==> config.mk <==
export PLATFORM = sky130hd
export DESIGN_NAME = pc_redirect_unit_flat
export DESIGN_NICKNAME = d
export VERILOG_FILES = /design/src/rtl/pc_redirect_unit_if.sv /design/src/rtl/pc_redirect_unit.sv /design/src/flat_wrapper.sv
export SDC_FILE = /design/constraint.sdc
export NUM_CORES = 1
export LEC_CHECK = 0
export ABC_AREA = 1
export CAP_MARGIN = 15
export CORE_MARGIN = 2
export CORE_UTILIZATION = 50
export DETAILED_ROUTE_END_ITERATION = 6
export GPL_ROUTABILITY_DRIVEN = 0
export GPL_TIMING_DRIVEN = 0
export PLACE_DENSITY = 0.95
export SYNTH_ARGS = -nofsm -noshare
export SYNTH_HDL_FRONTEND = slang
export SYNTH_SLANG_ARGS = --single-unit
==> constraint.sdc <==
create_clock -name clk -period 3.8 [get_ports clk]
set_input_delay 1.14 -clock clk [delete_from_list [all_inputs] [get_ports clk]]
set_output_delay 1.14 -clock clk [all_outputs]
set_load 0.01 [all_outputs]
==> src/rtl/pc_redirect_unit_if.sv <==
// Bus between the pipeline (ID/MEM/IF control) and the PC redirect unit.
// The master drives the request inputs; the slave returns the redirect and its counter.
interface pc_redirect_unit_if #(
  parameter int unsigned AW   = 32,
  parameter int unsigned CNTW = 16
);
  logic            id_jump;
  logic [AW-1:0]   id_jump_target;
  logic            mem_branch;
  logic            mem_zero;
  logic [AW-1:0]   mem_branch_target;
  logic            if_stall;
  logic            pcload;
  logic            jump;
  logic [AW-1:0]   redirect_pc;
  logic [CNTW-1:0] redirect_count;

  modport master (
    output id_jump, id_jump_target, mem_branch, mem_zero, mem_branch_target, if_stall,
    input  pcload, jump, redirect_pc, redirect_count
  );

  modport slave (
    input  id_jump, id_jump_target, mem_branch, mem_zero, mem_branch_target, if_stall,
    output pcload, jump, redirect_pc, redirect_count
  );
endinterface

==> src/rtl/pc_redirect_unit.sv <==
// Resolves MEM branches and ID jumps into a pcload/jump/target redirect, holds it
// across IF stalls, masks the post-branch shadow and counts accepted redirects.
module pc_redirect_unit #(
  parameter int unsigned AW         = 32,
  parameter int unsigned CNTW       = 16,
  parameter int unsigned SHADOW_CYC = 2
) (
  input  logic               clk,
  input  logic               rst_n,
  pc_redirect_unit_if.slave  bus
);

  localparam int unsigned SHW = (SHADOW_CYC > 0) ? $clog2(SHADOW_CYC + 1) : 1;

  typedef enum logic {IDLE, HOLD} state_e;

  state_e          state_q, state_d;
  logic            held_jump_q, held_jump_d;
  logic [AW-1:0]   held_pc_q, held_pc_d;
  logic [SHW-1:0]  shadow_q, shadow_d;
  logic [CNTW-1:0] count_q, count_d;

  logic          br_req, jp_req, accept;
  logic          sel_pcload, sel_jump;
  logic [AW-1:0] sel_pc;

  always_ff @(posedge clk or negedge rst_n) begin
    if (!rst_n) begin
      state_q     <= IDLE;
      held_jump_q <= 1'b0;
      held_pc_q   <= '0;
      shadow_q    <= '0;
      count_q     <= '0;
    end else begin
      state_q     <= state_d;
      held_jump_q <= held_jump_d;
      held_pc_q   <= held_pc_d;
      shadow_q    <= shadow_d;
      count_q     <= count_d;
    end
  end

  always_comb begin
    state_d     = state_q;
    held_jump_d = held_jump_q;
    held_pc_d   = held_pc_q;
    shadow_d    = (shadow_q != '0) ? shadow_q - SHW'(1) : shadow_q;
    count_d     = count_q;
    sel_pcload  = 1'b0;
    sel_jump    = 1'b0;
    sel_pc      = '0;

    br_req = bus.mem_branch & bus.mem_zero & (shadow_q == '0);
    jp_req = bus.id_jump;

    case (state_q)
      IDLE: begin
        // MEM branch is the older instruction, so it wins a tie with an ID jump
        if (br_req) begin
          sel_pcload = 1'b1;
          sel_pc     = bus.mem_branch_target;
        end else if (jp_req) begin
          sel_pcload = 1'b1;
          sel_jump   = 1'b1;
          sel_pc     = bus.id_jump_target;
        end
        if (sel_pcload && bus.if_stall) begin
          state_d     = HOLD;
          held_jump_d = sel_jump;
          held_pc_d   = sel_pc;
        end
      end
      HOLD: begin
        // A held jump is superseded at once by a taken branch; a held branch is final
        sel_pcload = 1'b1;
        if (held_jump_q && br_req) begin
          sel_jump = 1'b0;
          sel_pc   = bus.mem_branch_target;
        end else begin
          sel_jump = held_jump_q;
          sel_pc   = held_pc_q;
        end
        held_jump_d = sel_jump;
        held_pc_d   = sel_pc;
        if (!bus.if_stall) state_d = IDLE;
      end
      default: state_d = IDLE;
    endcase

    accept = sel_pcload & ~bus.if_stall;
    if (accept) begin
      if (!sel_jump) shadow_d = SHW'(SHADOW_CYC);
      if (count_q != '1) count_d = count_q + CNTW'(1);
    end
  end

  // Outputs are forced inactive for as long as reset is asserted
  assign bus.pcload         = rst_n & sel_pcload;
  assign bus.jump           = rst_n & sel_jump;
  assign bus.redirect_pc    = rst_n ? sel_pc : '0;
  assign bus.redirect_count = count_q;

endmodule
==> src/flat_wrapper.sv <==
// flat-port wrapper written by rule: the top's interface ports become plain ports
module pc_redirect_unit_flat 
#(
  parameter int unsigned AW         = 32,
  parameter int unsigned CNTW       = 16,
  parameter int unsigned SHADOW_CYC = 2
)
  (clk, rst_n, bus_id_jump, bus_id_jump_target, bus_mem_branch, bus_mem_zero, bus_mem_branch_target, bus_if_stall, bus_pcload, bus_jump, bus_redirect_pc, bus_redirect_count);
  pc_redirect_unit_if #(.AW(AW), .CNTW(CNTW)) bus_i ();
  input  logic clk;
  input  logic rst_n;
  input wire logic [$bits(bus_i.id_jump)-1:0] bus_id_jump;
  input wire logic [$bits(bus_i.id_jump_target)-1:0] bus_id_jump_target;
  input wire logic [$bits(bus_i.mem_branch)-1:0] bus_mem_branch;
  input wire logic [$bits(bus_i.mem_zero)-1:0] bus_mem_zero;
  input wire logic [$bits(bus_i.mem_branch_target)-1:0] bus_mem_branch_target;
  input wire logic [$bits(bus_i.if_stall)-1:0] bus_if_stall;
  output wire logic [$bits(bus_i.pcload)-1:0] bus_pcload;
  output wire logic [$bits(bus_i.jump)-1:0] bus_jump;
  output wire logic [$bits(bus_i.redirect_pc)-1:0] bus_redirect_pc;
  output wire logic [$bits(bus_i.redirect_count)-1:0] bus_redirect_count;
  assign bus_i.id_jump = bus_id_jump;
  assign bus_i.id_jump_target = bus_id_jump_target;
  assign bus_i.mem_branch = bus_mem_branch;
  assign bus_i.mem_zero = bus_mem_zero;
  assign bus_i.mem_branch_target = bus_mem_branch_target;
  assign bus_i.if_stall = bus_if_stall;
  assign bus_pcload = bus_i.pcload;
  assign bus_jump = bus_i.jump;
  assign bus_redirect_pc = bus_i.redirect_pc;
  assign bus_redirect_count = bus_i.redirect_count;
  pc_redirect_unit #(.AW(AW), .CNTW(CNTW), .SHADOW_CYC(SHADOW_CYC)) u_core (.clk(clk), .rst_n(rst_n), .bus(bus_i));
endmodule
; After elaboration in Yosys (flattened, before gate mapping)
; Cells that the tools add are included.
[totals]
latchBits = 0
output_inout_bits = 50
memories = 0
word_cells = 43
regBits = 52
rom_bits = 0
ram_bits = 0
[op_classes]
n_mux = 22
bitwise_logic = 7
div_mod_pow = 0
n_eq_ne = 2
n_reduce_logical = 5
n_mul = 0
n_shift = 0
magnitude_cmp = 0
addsub = 2
[ops]
columns = operator, n
row1 = 32-bit two-way mux, 5
row2 = 32-bit case mux with 2 select lines, 2
row3 = 16-bit by 1-bit adder with 16-bit output (second input constant), 1
row4 = 16-bit inequality test (second input constant), 1
row5 = 1-bit two-way mux, 8
row6 = 1-bit case mux with 2 select lines, 4
row7 = 2-bit two-way mux, 3
row8 = 1-bit AND, 5
row9 = 1-bit logical AND, 2
row10 = 2-bit zero test, 1
row11 = 2-bit by 1-bit inequality test with 1-bit output (second input constant), 1
row12 = 1-bit NOT, 2
row13 = 2-bit AND reduction, 1
row14 = 2-bit nonzero test, 1
row15 = 2-bit by 1-bit subtractor with 2-bit output (second input constant), 1

; Depth between registers and ports, before layout
; Gate-level depths: netlist (run 1).
[depth]
depth_word = 7
ltp_mapped = 10

; Least setup slack after synthesis (run 1)
; OpenSTA, ideal clock, no wires.
[synth_path]
path_type = input-to-output
from = in bus_mem_branch
to = out bus_redirect_pc[10]
setup_slack_ns = 0.633
cell_stages = 8
arrival_time_ns = 2.027
path_buffers = 1
path_cell_list = nand2_1 > inv_2 > nand3_1 > clkbuf_1 > nand2_1 > nand3_1 > nand2_1 > nor2_1
[synth_via]
elab_chain_cells = 6
elab_cells_between_ends = 7
classes_between = 4 x mux / 2 x bitwise / 1 x reduce/logical
[synth_rtl]
columns = element, line
row1 = start: declaration, flat_wrapper.sv:14  ; input wire logic [$bits(bus_i.mem_branch)-1:0] bus_mem_branch;
row2 = 1-bit AND * (2 in a row), pc_redirect_unit.sv:53  ; br_req = bus.mem_branch & bus.mem_zero & (shadow_q == '0);
row3 = 1-bit logical AND, pc_redirect_unit.sv:76  ; if (held_jump_q && br_req) begin
row4 = 32-bit two-way mux, pc_redirect_unit.sv:76
row5 = 32-bit case mux with 2 select lines *, pc_redirect_unit.sv:56  ; case (state_q)
row6 = 32-bit two-way mux *, pc_redirect_unit.sv:100  ; assign bus.redirect_pc = rst_n ? sel_pc : '0;
row7 = end: declaration, flat_wrapper.sv:20  ; output wire logic [$bits(bus_i.redirect_pc)-1:0] bus_redirect_pc;
; Mark *: on every way between the ends. The rest lies on a longest branch, timed or not.

; Worst setup path after layout (run 1)
[layout_path]
from = in bus_id_jump
to = out bus_redirect_pc[4]
[layout_via]
elab_chain_cells = 4
[layout_rtl]
columns = element, line
row1 = start: declaration, flat_wrapper.sv:12  ; input wire logic [$bits(bus_i.id_jump)-1:0] bus_id_jump;
row2 = 32-bit two-way mux, pc_redirect_unit.sv:62  ; end else if (jp_req) begin
row3 = 32-bit two-way mux, pc_redirect_unit.sv:59  ; if (br_req) begin
row4 = 32-bit case mux with 2 select lines, pc_redirect_unit.sv:56
row5 = 32-bit two-way mux, pc_redirect_unit.sv:100
; No other way between the ends.

==> metrics.txt, run 1 <==
final period utilization 95.02%; LEAKAGE 2.601 nW; top-area cell type share of the netlist area 34.41%; syn avg cell area 6.260 um^2; Post-Syn Instances 604; Fmax 0.2770 GHz; max-cap viol count 0; Crit. End Element output port; GRT Total Usage 30.36%; Ys Warns 0; Crit Reg-Reg Endpoint u_core.held_pc_q[4]$_DFFE_PN0P_; die height 90.96 um; DRC 1; Hold Slack 0.4854 ns; first-pass GRT wire length 20980 um; RSZ-0062 raised after global routing no; worst r2r src u_core.shadow_q[1]$_DFF_PN0_; Filler cells 603; vias in the first global route 4472; # setup viols final 0; Hold Crit Class flop to flop; Routed WL per cell between 15 and 20 um; CTS tree yes; area delta synth->final 39.91%; WP data arrival 2.47 ns; Req. time, crit path 2.66 ns; Num Clock Sinks 52; Initial DRC Count approximately 500; cts bufs inserted 5; Slowest-stage cell, CP buf_1; width of the die between 90 and 100 um; Post-Syn Nets 675; minimum clock period after layout 3.611 ns; Routed Antenna Nets 0; post-synthesis sequential area ratio 34.41%; outcome finished, violations left; pins over their slew limit 0; worst rel slew slack 61.86%; Placed Cells 822; die footprint 8274 um^2; PD cells around 360 nW/um^2; Reg clk slew, reported paths 0.09 ns; Worst Min Path Start u_core.held_pc_q[17]$_DFFE_PN0P_; total gr overflow 0; Startpoint Class input pin; fin cells roughly 840; Hold Path Sink u_core.held_pc_q[17]$_DFFE_PN0P_; pre-CTS setup slack -0.5609 ns; failing checks design-rule violations; fin nets 811; Final Hold Fails 0; Post-synth EDFFs 0; crit-path cells clkbuf_1 > buf_1 > nand3_1 > nand3_1 > nand2_1 > nor2_1 > buf_2; crit path kind input pin to output port; CTS H-tree depth 2; Worst Tran Pin Value 0.5721 ns; Initial Utilization between 50% and 60%; R2R setup slack 1.95 ns; initial antenna violation count 0; top_reg_cell synth dfrtp_1; Crit path largest cell delay 0.47 ns; WHS Path Cells 2; crit-path max FO 10; Max clock buf depth 2; Register Area 1301 um^2; Via density between 5 and 6; ANT cells 0; largest area contributor in the netlist dfrtp_1; Seq cells post-synth 52; Mapped Area 3781 um^2; clock power share 16.2%; post-synth cell types 23; cts hold-fix bufs 0; Switch Pwr ~0.76 mW; Multi-input gate area 2271 um^2; reg2reg path depth 10; Clock Latency Late Sink 0.31 ns; most used cell, CP nand3_1; DP Wirelength 8838 um; Sequential Power Share between 30% and 40%; fraction of layout cells with a size suffix above 1 13.11%; Power Internal 1.144 mW; num ports 120; synth top area cells dfrtp_1, nand2_1, nand3_1, nand4_1, nor2_1; Sw Share 39.93%; Site Rows 31; combinational share of power 44.1%; Final Skew 0.005946 ns; largest net degree at the start of global routing 41; worst ir drop on vdd between 200 and 250 uV; Clock Tree Root clkbuf_8; Setup WS post-layout roughly 0.19 ns; Pre-Repair DR Iteration Count 7; Post-Route WL ~13000 um; Core ar. 7292 um^2; via count 4834; fraction of registers with async set/reset 100.0%; PortBufs roughly 120
## cells in the mapped netlist, types with 3 or more instances
| master | number |
|---|---|
| nor2_1 | 55 |
| nand3_1 | 135 |
| xnor2_1 | 4 |
| clkbuf_1 | 19 |
| nand2_2 | 3 |
| nor2_4 | 3 |
| buf_2 | 14 |
| inv_2 | 4 |
| xor2_1 | 3 |
| dfrtp_1 | 52 |
| o21ai_0 | 6 |
| nand2_1 | 241 |
| buf_1 | 6 |
| inv_1 | 13 |
| nand4_1 | 36 |
## sequential cells by signal, indices dropped and copies added (netlist names)
name / count
u_core.held_jump_q: 1
u_core.state_q: 1
u_core.bus.redirect_count: 16
u_core.shadow_q: 2
u_core.held_pc_q: 32
## power by group through the flow
stage	Sequential, mW	Combinational (mW)	Clock (mW)
floorplan	0.755	0.459	0
global placement	0.754	0.773	0
detailed placement	0.761	0.803	0
CTS	0.751	0.799	0.309
global route	0.772	0.921	0.335
finish	0.757	0.840	0.308
## placed cells by master, fill, tap and decap left out
cell type / synthesis / final
buf_12: 0 / 2
nand3_2: 0 / 4
buf_2: 14 / 40
buf_6: 2 / 4
ha_1: 1 / 1
xor2_1: 3 / 3
clkinv_4: 0 / 1
buf_1: 6 / 6
nor2_1: 55 / 53
clkinv_2: 0 / 2
clkbuf_16: 0 / 1
inv_6: 0 / 1
inv_2: 4 / 2
nand3b_1: 1 / 1
clkdlybuf4s15_1: 0 / 1
nand3_4: 0 / 1
dfrtp_1: 52 / 52
clkdlybuf4s50_1: 0 / 81
clkbuf_4: 0 / 3
nor2_8: 1 / 1
nand4_1: 36 / 36
clkbuf_1: 19 / 12
nand2_2: 3 / 5
inv_1: 13 / 13
nand2_8: 0 / 1
dlymetal6s2s_1: 0 / 3
nand3_1: 135 / 130
nor2_4: 3 / 3
xnor2_1: 4 / 4
clkbuf_8: 0 / 8
buf_8: 0 / 3
buf_4: 0 / 9
nor2_2: 2 / 4
inv_4: 1 / 1
nand2_1: 241 / 239
dlygate4sd2_1: 0 / 2
o21ai_0: 6 / 6
clkbuf_2: 0 / 1
## cell families after synthesis
logic type                 after synthesis  synth area share [%]
and+or+nand+nor                        478                 55.96
buffers and inverters                   60                 6.883
DFF                                     52                 34.41
xor gates and xnor gates                 7                 1.621
AOI/OAI and AO/OA                        6                0.7942
adders and majority gates                1                0.3309
## how the worst max path moves through the flow
| stage | end | from |
|---|---|---|
| global placement | bus_redirect_pc[26] | rst_n |
| floorplan | bus_redirect_pc[10] | bus_mem_branch |
| CTS | bus_redirect_pc[31] | bus_mem_branch |
| global route | bus_redirect_pc[11] | rst_n |
| finish | bus_redirect_pc[4] | bus_id_jump |
| detailed placement | bus_redirect_pc[6] | bus_mem_branch |
## metrics by stage
| stage | power [mW] | setup TNS (ns) | util (%) | instance area [um^2] |
|---|---|---|---|---|
| floorplan | 1.214 | 0 | - | 3781 |
| global placement | 1.527 | -87.17 | 69.75 | 5086 |
| detailed placement | 1.564 | -16.40 | 69.96 | 5101 |
| CTS | 1.858 | 0 | 71.02 | 5179 |
| global route | 2.028 | 0 | 72.55 | 5290 |
| finish | 1.905 | 0 | 72.55 | 5290 |
## cell type report
| class | count | share of cell area [%] |
|---|---|---|
| multi-input cells | 492 | 42.93 |
| flip-flops and latches | 52 | 24.60 |
| repair buffers | 129 | 21.90 |
| plain buffers | 41 | 5.156 |
| well taps | 99 | 2.342 |
| inverters | 19 | 1.608 |
| clock buffers | 6 | 1.372 |
| clock inverters | 1 | 0.09461 |
## critical path, delay by kind of cell
| family | cells | cell delay [ns] |
|---|---|---|
| and+or+nand+nor | 4 | 0.43 |
| buffers and inverters | 3 | 0.90 |
## per-layer routing
metal	vias up	GRT usage (%)	wire length, um
met4	0	11.87	323
met2	341	50.86	6404
li1	2254	-	-
met1	2194	38.70	5027
met5	-	0	0
met3	45	5.892	1265
## timing repair
item	in CTS	in global routing
gates resized for setup	158	17
endpoints found under the setup margin	34	32
gates cloned	0	1
setup buffers	5	4
pin swaps	2	5
No activity file was read; power rests on OpenSTA's default activity.
==> run 2, diff against run 1 <==
CORE_UTILIZATION = 30   (was 50)
PLACE_DENSITY = 0.67   (was 0.95)
==> run 2 against run 1 <==
  * The run now ends clean
  * Cell area up 4.0%
  * Die area up 63%
  * Clock skew is 0.0011 ns lower
  * Clock-buffer cell count is 1 lower
  * Worst setup slack worse by 0.055 ns
  * Sequential share of layout area shrank 0.95 points
  * Hold slack lost 0.0042 ns
  * Flip-flop and latch count stayed put
  * Critical path depth unchanged
  * Power rose by 6.5%
  * Combinational power is 0.6% lower
  * Critical endpoint is now bus_redirect_pc[23]
  * Largest power group unchanged
==> metrics.txt, run 2 (synthesized netlist as in run 1, its figures left out) <==
outcome finished clean (was finished, violations left); Crit. End Element output port (unchanged); area delta synth->final 45.53% (was 39.91%); Switch Pwr 0.7605 mW (was 0.7607 mW); Max clock buf depth 2 (unchanged); fraction of layout cells with a size suffix above 1 13.55% (was 13.11%); Req. time, crit path 2.66 ns (about the same); final period utilization 96.47% (was 95.02%); crit-path max FO 10 (unchanged); PD cells 368.6 nW/um^2 (was 360.1 nW/um^2); Clock Tree Root clkbuf_16 (was clkbuf_8); R2R setup slack 1.97 ns (was 1.95 ns); reg2reg path depth 10 (unchanged); Setup WS post-layout 0.1343 ns (was 0.1893 ns); CP startpoint bus_id_jump (unchanged); crit path kind input pin to output port (unchanged); Sw Share 37.50% (was 39.93%); largest net degree at the start of global routing 37 (was 41); Clock Latency Late Sink 0.29 ns (was 0.31 ns); Hold Slack 0.4813 ns (was 0.4854 ns); Crit Reg-Reg Endpoint u_core.held_pc_q[17]$_DFFE_PN0P_ (was u_core.held_pc_q[4]$_DFFE_PN0P_); worst r2r src u_core.shadow_q[1]$_DFF_PN0_ (unchanged); num ports 120 (unchanged); vias in the first global route 3988 (was 4472); total gr overflow 0 (unchanged); Startpoint Class input pin (unchanged); Initial Utilization 30.33% (was 51.85%); WHS Path Cells 2 (unchanged); critical path endpoint bus_redirect_pc[23] (was bus_redirect_pc[4]); LEAKAGE 2.649 nW (was 2.601 nW); worst rel slew slack 61.74% (was 61.86%); Routed Antenna Nets 0 (unchanged); initial antenna violation count 0 (unchanged); Fmax 0.2728 GHz (was 0.2770 GHz); fin nets 809 (was 811); combinational share of power 41.1% (was 44.1%); Area after DPL 5192 um^2 (was 5101 um^2); cts hold-fix bufs 0 (unchanged); Largest register FFs 32 (unchanged); width of the die 116.3 um (was 90.96 um); Worst Tran Pin Value 0.5739 ns (was 0.5721 ns); Filler cells 1342 (was 603); DRC 0 (was 1); Sequential Power Share 37.0% (was 39.7%); RSZ-0062 raised after global routing no (unchanged); Core ar. 12470 um^2 (was 7292 um^2); Site Rows 41 (was 31); via count 4459 (was 4834); minimum clock period after layout 3.666 ns (was 3.611 ns); Routed WL per cell 13.98 um (was 15.52 um); WP data arrival 2.53 ns (was 2.47 ns); Initial DRC Count 453 (was 509); fin area 5503 um^2 (was 5290 um^2); die height 116.3 um (was 90.96 um); Via density 4.900 (was 5.762); Pre-Repair DR Iteration Count 6 (was 7); Power Internal 1.268 mW (was 1.144 mW); die footprint 13520 um^2 (was 8274 um^2); clock power share 21.9% (was 16.2%); DP Wirelength 8818 um (was 8838 um); Num Clock Sinks 52 (unchanged); commonest non-fill, non-tap cell in the layout nand2_1 (unchanged); Reg clk slew, reported paths 0.07 ns (was 0.09 ns); Final Hold Fails 0 (unchanged); Hold Crit Class flop to flop (unchanged); GRT Total Usage 18.03% (was 30.36%); CTS tree yes (unchanged); pins over their slew limit 0 (unchanged); largest reg by FF count u_core.held_pc_q (unchanged); cts bufs inserted 5 (unchanged); Final Skew 0.004871 ns (was 0.005946 ns); Post-Route WL 12720 um (was 13020 um); PortBufs 118 (unchanged); commonest non-fill, non-tap cells in the layout nand2_1, nand3_1, clkdlybuf4s50_1 (unchanged); ANT cells 0 (unchanged); max-cap viol count 0 (unchanged); total power 2.028 mW (was 1.905 mW); pre-CTS setup slack -0.5652 ns (was -0.5609 ns); CTS H-tree depth 2 (unchanged); # setup viols final 0 (unchanged); first-pass GRT wire length 19600 um (was 20980 um); worst ir drop on vdd 219.1 uV (was 232.0 uV); total negative slack 0 ns (unchanged)
-- run 2: cell types whose count changed in the layout (fill, tap and decap cells not counted), moves of 2 or more --
cell	before	now
nand3_2	4	6
clkbuf_16	1	8
clkbuf_1	12	9
clkbuf_4	3	1
clkbuf_2	1	20
buf_4	9	7
buf_2	40	21
buf_8	3	5
nand3_1	130	128
clkbuf_8	8	1
-- run 2: final cells by class --
type	instances	area (um^2)	share of cell area, %
Multi-Input combinational cell	492	2281	41.45
Sequential cell	52	1301	23.65
Timing Repair Buffer	127	1194	21.69
Buffer	41	281.5	5.116
Tap cell	172	215.2	3.911
Clock buffer	5	125.1	2.274
Inverter	19	92.59	1.683
Clock inverter	2	12.51	0.2274
-- run 2: how the worst min path moves through the flow --
stage	to	slack [ns]	start
floorplan	u_core.held_pc_q[0]$_DFFE_PN0P_	0.45	u_core.held_pc_q[0]$_DFFE_PN0P_
global placement	u_core.held_pc_q[13]$_DFFE_PN0P_	0.46	u_core.held_pc_q[13]$_DFFE_PN0P_
detailed placement	u_core.held_pc_q[1]$_DFFE_PN0P_	0.47	u_core.held_pc_q[1]$_DFFE_PN0P_
CTS	u_core.held_pc_q[1]$_DFFE_PN0P_	0.48	u_core.held_pc_q[1]$_DFFE_PN0P_
global route	u_core.held_pc_q[4]$_DFFE_PN0P_	0.50	u_core.held_pc_q[4]$_DFFE_PN0P_
finish	u_core.held_pc_q[20]$_DFFE_PN0P_	0.48	u_core.held_pc_q[20]$_DFFE_PN0P_
-- run 2: worst max-delay path, stage by stage --
cell             delay, ns
clkbuf_1              0.32
buf_1                 0.43
nand3_1               0.13
nand3_1               0.11
nand2_1               0.07
nor2_1                0.09
clkdlybuf4s15_2       0.23
-- run 2: metrics by stage --
stage	utilization [%]	cells
finish	44.14	910
global route	44.14	910
CTS	43.05	902
detailed placement	41.65	895
global placement	41.53	894
floorplan	-	604
-- run 2: power groups by stage --
| stage | clock (mW) | sequential, mW | combinational [mW] |
|---|---|---|---|
| 6_report | 0.443 | 0.750 | 0.835 |
| 5_1_grt | 0.484 | 0.765 | 0.930 |
| 4_1_cts | 0.458 | 0.749 | 0.800 |
| 3_5_place_dp | 0 | 0.759 | 0.803 |
| 3_3_place_gp | 0 | 0.757 | 0.797 |
| 2_1_floorplan | 0 | 0.755 | 0.459 |
-- run 2: layer usage --
metal | part of all wire, % | global-route usage (%) | up-vias
li1 | - | - | 2252
met1 | 47 | 25.27 | 2033
met2 | 45 | 29.88 | 162
met3 | 6.7 | 2.698 | 12
met4 | 1.4 | 3.254 | 0
met5 | 0 | 0 | -
-- run 2: what timing repair did --
action / in CTS / in global routing
gates resized for setup: 98 / 75
buffers inserted: 0 / 5
pin swaps: 0 / 8
setup endpoints to repair: 34 / 33
cloned: 0 / 3
==> RTL edit 1 (flow settings as in run 1) <==
Make the reset (`rst_n`) synchronous in one clocked block.
--- a/src/rtl/pc_redirect_unit.sv
+++ b/src/rtl/pc_redirect_unit.sv
@@ -25,5 +25,5 @@
   logic [AW-1:0] sel_pc;
 
-  always_ff @(posedge clk or negedge rst_n) begin
+  always_ff @(posedge clk) begin
     if (!rst_n) begin
       state_q     <= IDLE;
Behaviour: differs if rst_n is asserted again (counterexample within 4 cycles, from zero or initial values and one cycle with rst_n low); with rst_n held inactive, the same outputs for 10 cycles.
==> RTL edit 1 against run 1 <==
  * Synthesized cell count is 11% higher
  * Clock power increased by 3%
  * Sequential cell count stayed put
  * Total power shrank 24%
  * Global-route usage is 1.3 points lower
  * Wire length rose by 3.1%
  * Worst setup slack got worse by 6.0 ps
  * Worst hold slack better by 8.1 ps
  * Synthesized area increased by 3.1%
  * Via count rose by 4.3%
  * Sequential power fell by 21%
  * Design area is 3.9% higher
  * Final cell count increased by 10%
  * Critical path type unchanged
  * Critical endpoint is now bus_redirect_pc[30]
  * Largest cell class unchanged
==> RTL edit 1: results (changes against run 1) <==
[cells_and_area]
drive_gt1_share_pct=15.6  ; +2.5 points
fin_nets=892  ; +10%
fillCellCount=587  ; -2.7%
final_cells=923  ; +10%

[yosys]
synth.area.top_cells=dfxtp_1 (27%), nand2_1 (21%), inv_1 (11%)
synth_fa_ha_area_share_pct=0.321  ; -0.010 points
syn_inst=671  ; +11%
seq_area_frac_synth_pct=26.7  ; -7.7 points
synthDistinctLibCells=27  ; +17%
synthXorXnorAreaFrac_pct=1.12  ; -0.50 points
async_reset_ff_share_pct=0  ; -100 points
syn_nets=742  ; +9.9%

[hold_path]
worstHoldEndpoint=u_core.shadow_q[0]
hold_start=u_core.shadow_q[1]

[global_route]
grt_pass1_vias=4734  ; +5.9%
grt_use_total_pct=29.0  ; -1.3 points
grt_start_max_net_pins=15  ; -63%

[pwr]
leakage_nw=2.79  ; +7.1%
vdd_ir_drop_max_uv=156  ; -33%

[place]
hpwlAfterDp_mm=8.55  ; -3.3%
placed_cell_area_mm2=0.00520  ; +1.9%
dp_worst_setup_slack_ps=-559  ; +2.12 ps

[sta]
worst_slew_pin_slew_ps=684  ; +112 ps
period_needed_ps=3620  ; +5.96 ps
hold_slack_ps=494  ; +8.13 ps
fin_skew_ps=7.80  ; +1.85 ps

[setup_path]
reg2reg_from=u_core.shadow_q[1]
rrSetupSlack_ps=1530  ; -420 ps
cp_slowest_cell=clkbuf_1
r2r-end=u_core.held_pc_q[31]
rr_worst_depth=16  ; +6

[status]
outcome=complete, no violations

[detailed_routing]
routed_wl_mm=13.4  ; +3.1%
drt-met1-wl_mm=5.05  ; +0.38%
drt_iter0_drc=425  ; -17%
wl_met2_mm=6.69  ; +4.5%

RTL edit 1: worst max path at each step:
stage                    from                  end
2_1_floorplan           rst_n  bus_redirect_pc[13]
3_3_place_gp   bus_mem_branch  bus_redirect_pc[31]
3_5_place_dp   bus_mem_branch  bus_redirect_pc[31]
4_1_cts        bus_mem_branch  bus_redirect_pc[16]
5_1_grt           bus_id_jump   bus_redirect_pc[1]
6_report          bus_id_jump  bus_redirect_pc[30]
RTL edit 1: area by class of cell:
cell class / instances / area (um2) / area share [%]
Buffer: 41 / 279 / 5.08
Clock buffer: 6 / 72.6 / 1.32
Clock inverter: 1 / 5.00 / 0.0911
Inverter: 117 / 444 / 8.08
Multi-Input combinational cell: 461 / 2290 / 41.6
Sequential cell: 52 / 1040 / 18.9
Tap cell: 102 / 128 / 2.32
Timing Repair Buffer: 143 / 1240 / 22.6
RTL edit 1: routing by layer:
layer | global-route usage (%) | vias up
met5 | 0 | -
met4 | 10.6 | 0
met3 | 5.29 | 52
met2 | 53.0 | 306
met1 | 33.6 | 2280
li1 | - | 2405
RTL edit 1: tightest hold or removal path, cell delays in order, from the launching register on:
cell and delay [ps]:
dfxtp_1 340, nand3_1 90, inv_1 40
RTL edit 1: where the power goes:
part	total, mW	switching, mW	internal (mW)
Sequential	0.598	0.0149	0.583
Combinational	0.540	0.297	0.243
Clock	0.317	0.191	0.126
Total	1.45	0.502	0.952
RTL edit 1: repair_timing:
| action | in CTS | in global routing |
|---|---|---|
| pin swaps | 26 | 8 |
| setup buffers | 22 | 3 |
| hold buffers | 0 | 0 |
| gates cloned | 0 | 1 |
| gates resized for setup | 136 | 36 |
| endpoints found under the setup margin | 34 | 33 |
==> RTL edit 2 (config.mk and constraints of run 1) <==
Without the edit above. `CNTW` is set to 16 in 3 places; all go to 15.
--- a/src/rtl/pc_redirect_unit_if.sv
+++ b/src/rtl/pc_redirect_unit_if.sv
@@ -3,5 +3,5 @@
 interface pc_redirect_unit_if #(
   parameter int unsigned AW   = 32,
-  parameter int unsigned CNTW = 16
+  parameter int unsigned CNTW = 15
 );
   logic            id_jump;
--- a/src/rtl/pc_redirect_unit.sv
+++ b/src/rtl/pc_redirect_unit.sv
@@ -3,5 +3,5 @@
 module pc_redirect_unit #(
   parameter int unsigned AW         = 32,
-  parameter int unsigned CNTW       = 16,
+  parameter int unsigned CNTW       = 15,
   parameter int unsigned SHADOW_CYC = 2
 ) (
--- a/src/flat_wrapper.sv
+++ b/src/flat_wrapper.sv
@@ -3,5 +3,5 @@
 #(
   parameter int unsigned AW         = 32,
-  parameter int unsigned CNTW       = 16,
+  parameter int unsigned CNTW       = 15,
   parameter int unsigned SHADOW_CYC = 2
 )
Interface: changed (resized bus_redirect_count); port bits go from 120 to 119. The function was not compared with the original's and may differ.
==> RTL edit 2 against run 1 <==
  * Highest routed layer unchanged
  * Total power rose by 8.8%
  * Die area up 5.6%
  * Design area is 8.8% higher
  * Global-route usage grew 2.6 points
  * Clock power increased by 11%
  * Worst setup slack worse by 130 ps
  * Wire length up 9.4%
  * Sequential cell count decreased by 1
  * Synthesized area grew 5.9%
  * Synthesized cell count grew 8.8%
==> RTL edit 2: results (changes against run 1) <==
[status]
outcome=complete, no violations

[place]
placed_cell_area_mm2=0.00532  ; +4.2%
portBuffers=117  ; -0.85%

[hold_path]
min_path_cells=1  ; -1

[pwr]
vdd_ir_drop_max_uv=247  ; +6.4%
clk-power_uw=343  ; +11%
p_sw_uw=846  ; +11%

[detailed_routing]
routedWlPerCell_um=15.7  ; +1.4%
drt-met1-wl_mm=5.39  ; +7.1%
num_vias=5154  ; +6.6%

[cells_and_area]
multi_input_area_mm2=0.00233  ; +2.8%
ff_latch_area_mm2=0.00128  ; -1.9%
fillCellCount=590  ; -2.2%
clkCellAreaFrac_pct=1.65  ; +0.19 points
area_growth_pct=43.7
clkbuf_count=7  ; +1
fin_nets=873  ; +7.6%

[yosys]
synth_compound_area_share_pct=1.47  ; +0.67 points
synthDistinctLibCells=25  ; +8.7%
synth_fa_ha_area_share_pct=0.313  ; -0.018 points
syn_nets=728  ; +7.9%
postSynthAreaPerCell_um2=6.09  ; -2.7%
seq_area_frac_synth_pct=31.9  ; -2.5 points
synth-seq-cells=51  ; -1.9%

[global_route]
grt_start_max_net_pins=29  ; -29%

[setup_path]
cp_slowest_cell=bufbuf_16
cpPeakStageDelay_ps=240  ; -230 ps

[sta]
fin_skew_ps=5.94  ; -0.00686 ps

[die]
core_area_mm2=0.00773  ; +6.0%

-- RTL edit 2: cell types whose count changed after synthesis, moves of 2 or more --
cell	delta
xnor2_1	-4
buf_4	+10
nand2_1	+19
nor2_1	-6
buf_1	-2
nand3_1	+3
xor2_1	+2
clkbuf_1	-4
inv_1	+37
inv_2	-3
-- RTL edit 2: final timing paths --
path,endpoint,slack (ps)
setup reg to reg,u_core.held_pc_q[10],720
hold reg to reg,u_core.shadow_q[0],490
hold / removal,u_core.shadow_q[0],490
min in group asynchronous,u_core.held_pc_q[25],660
setup / recovery,bus_redirect_pc[6],60
max in group asynchronous,u_core.bus.redirect_count[10],2710
-- RTL edit 2: repair_timing --
action                     CTS  global route
resized for setup           92            33
gates cloned                 4             0
hold endpoints to repair     0             0
setup endpoints to repair   34            32
setup buffers               16             0
pin swaps                    3             2
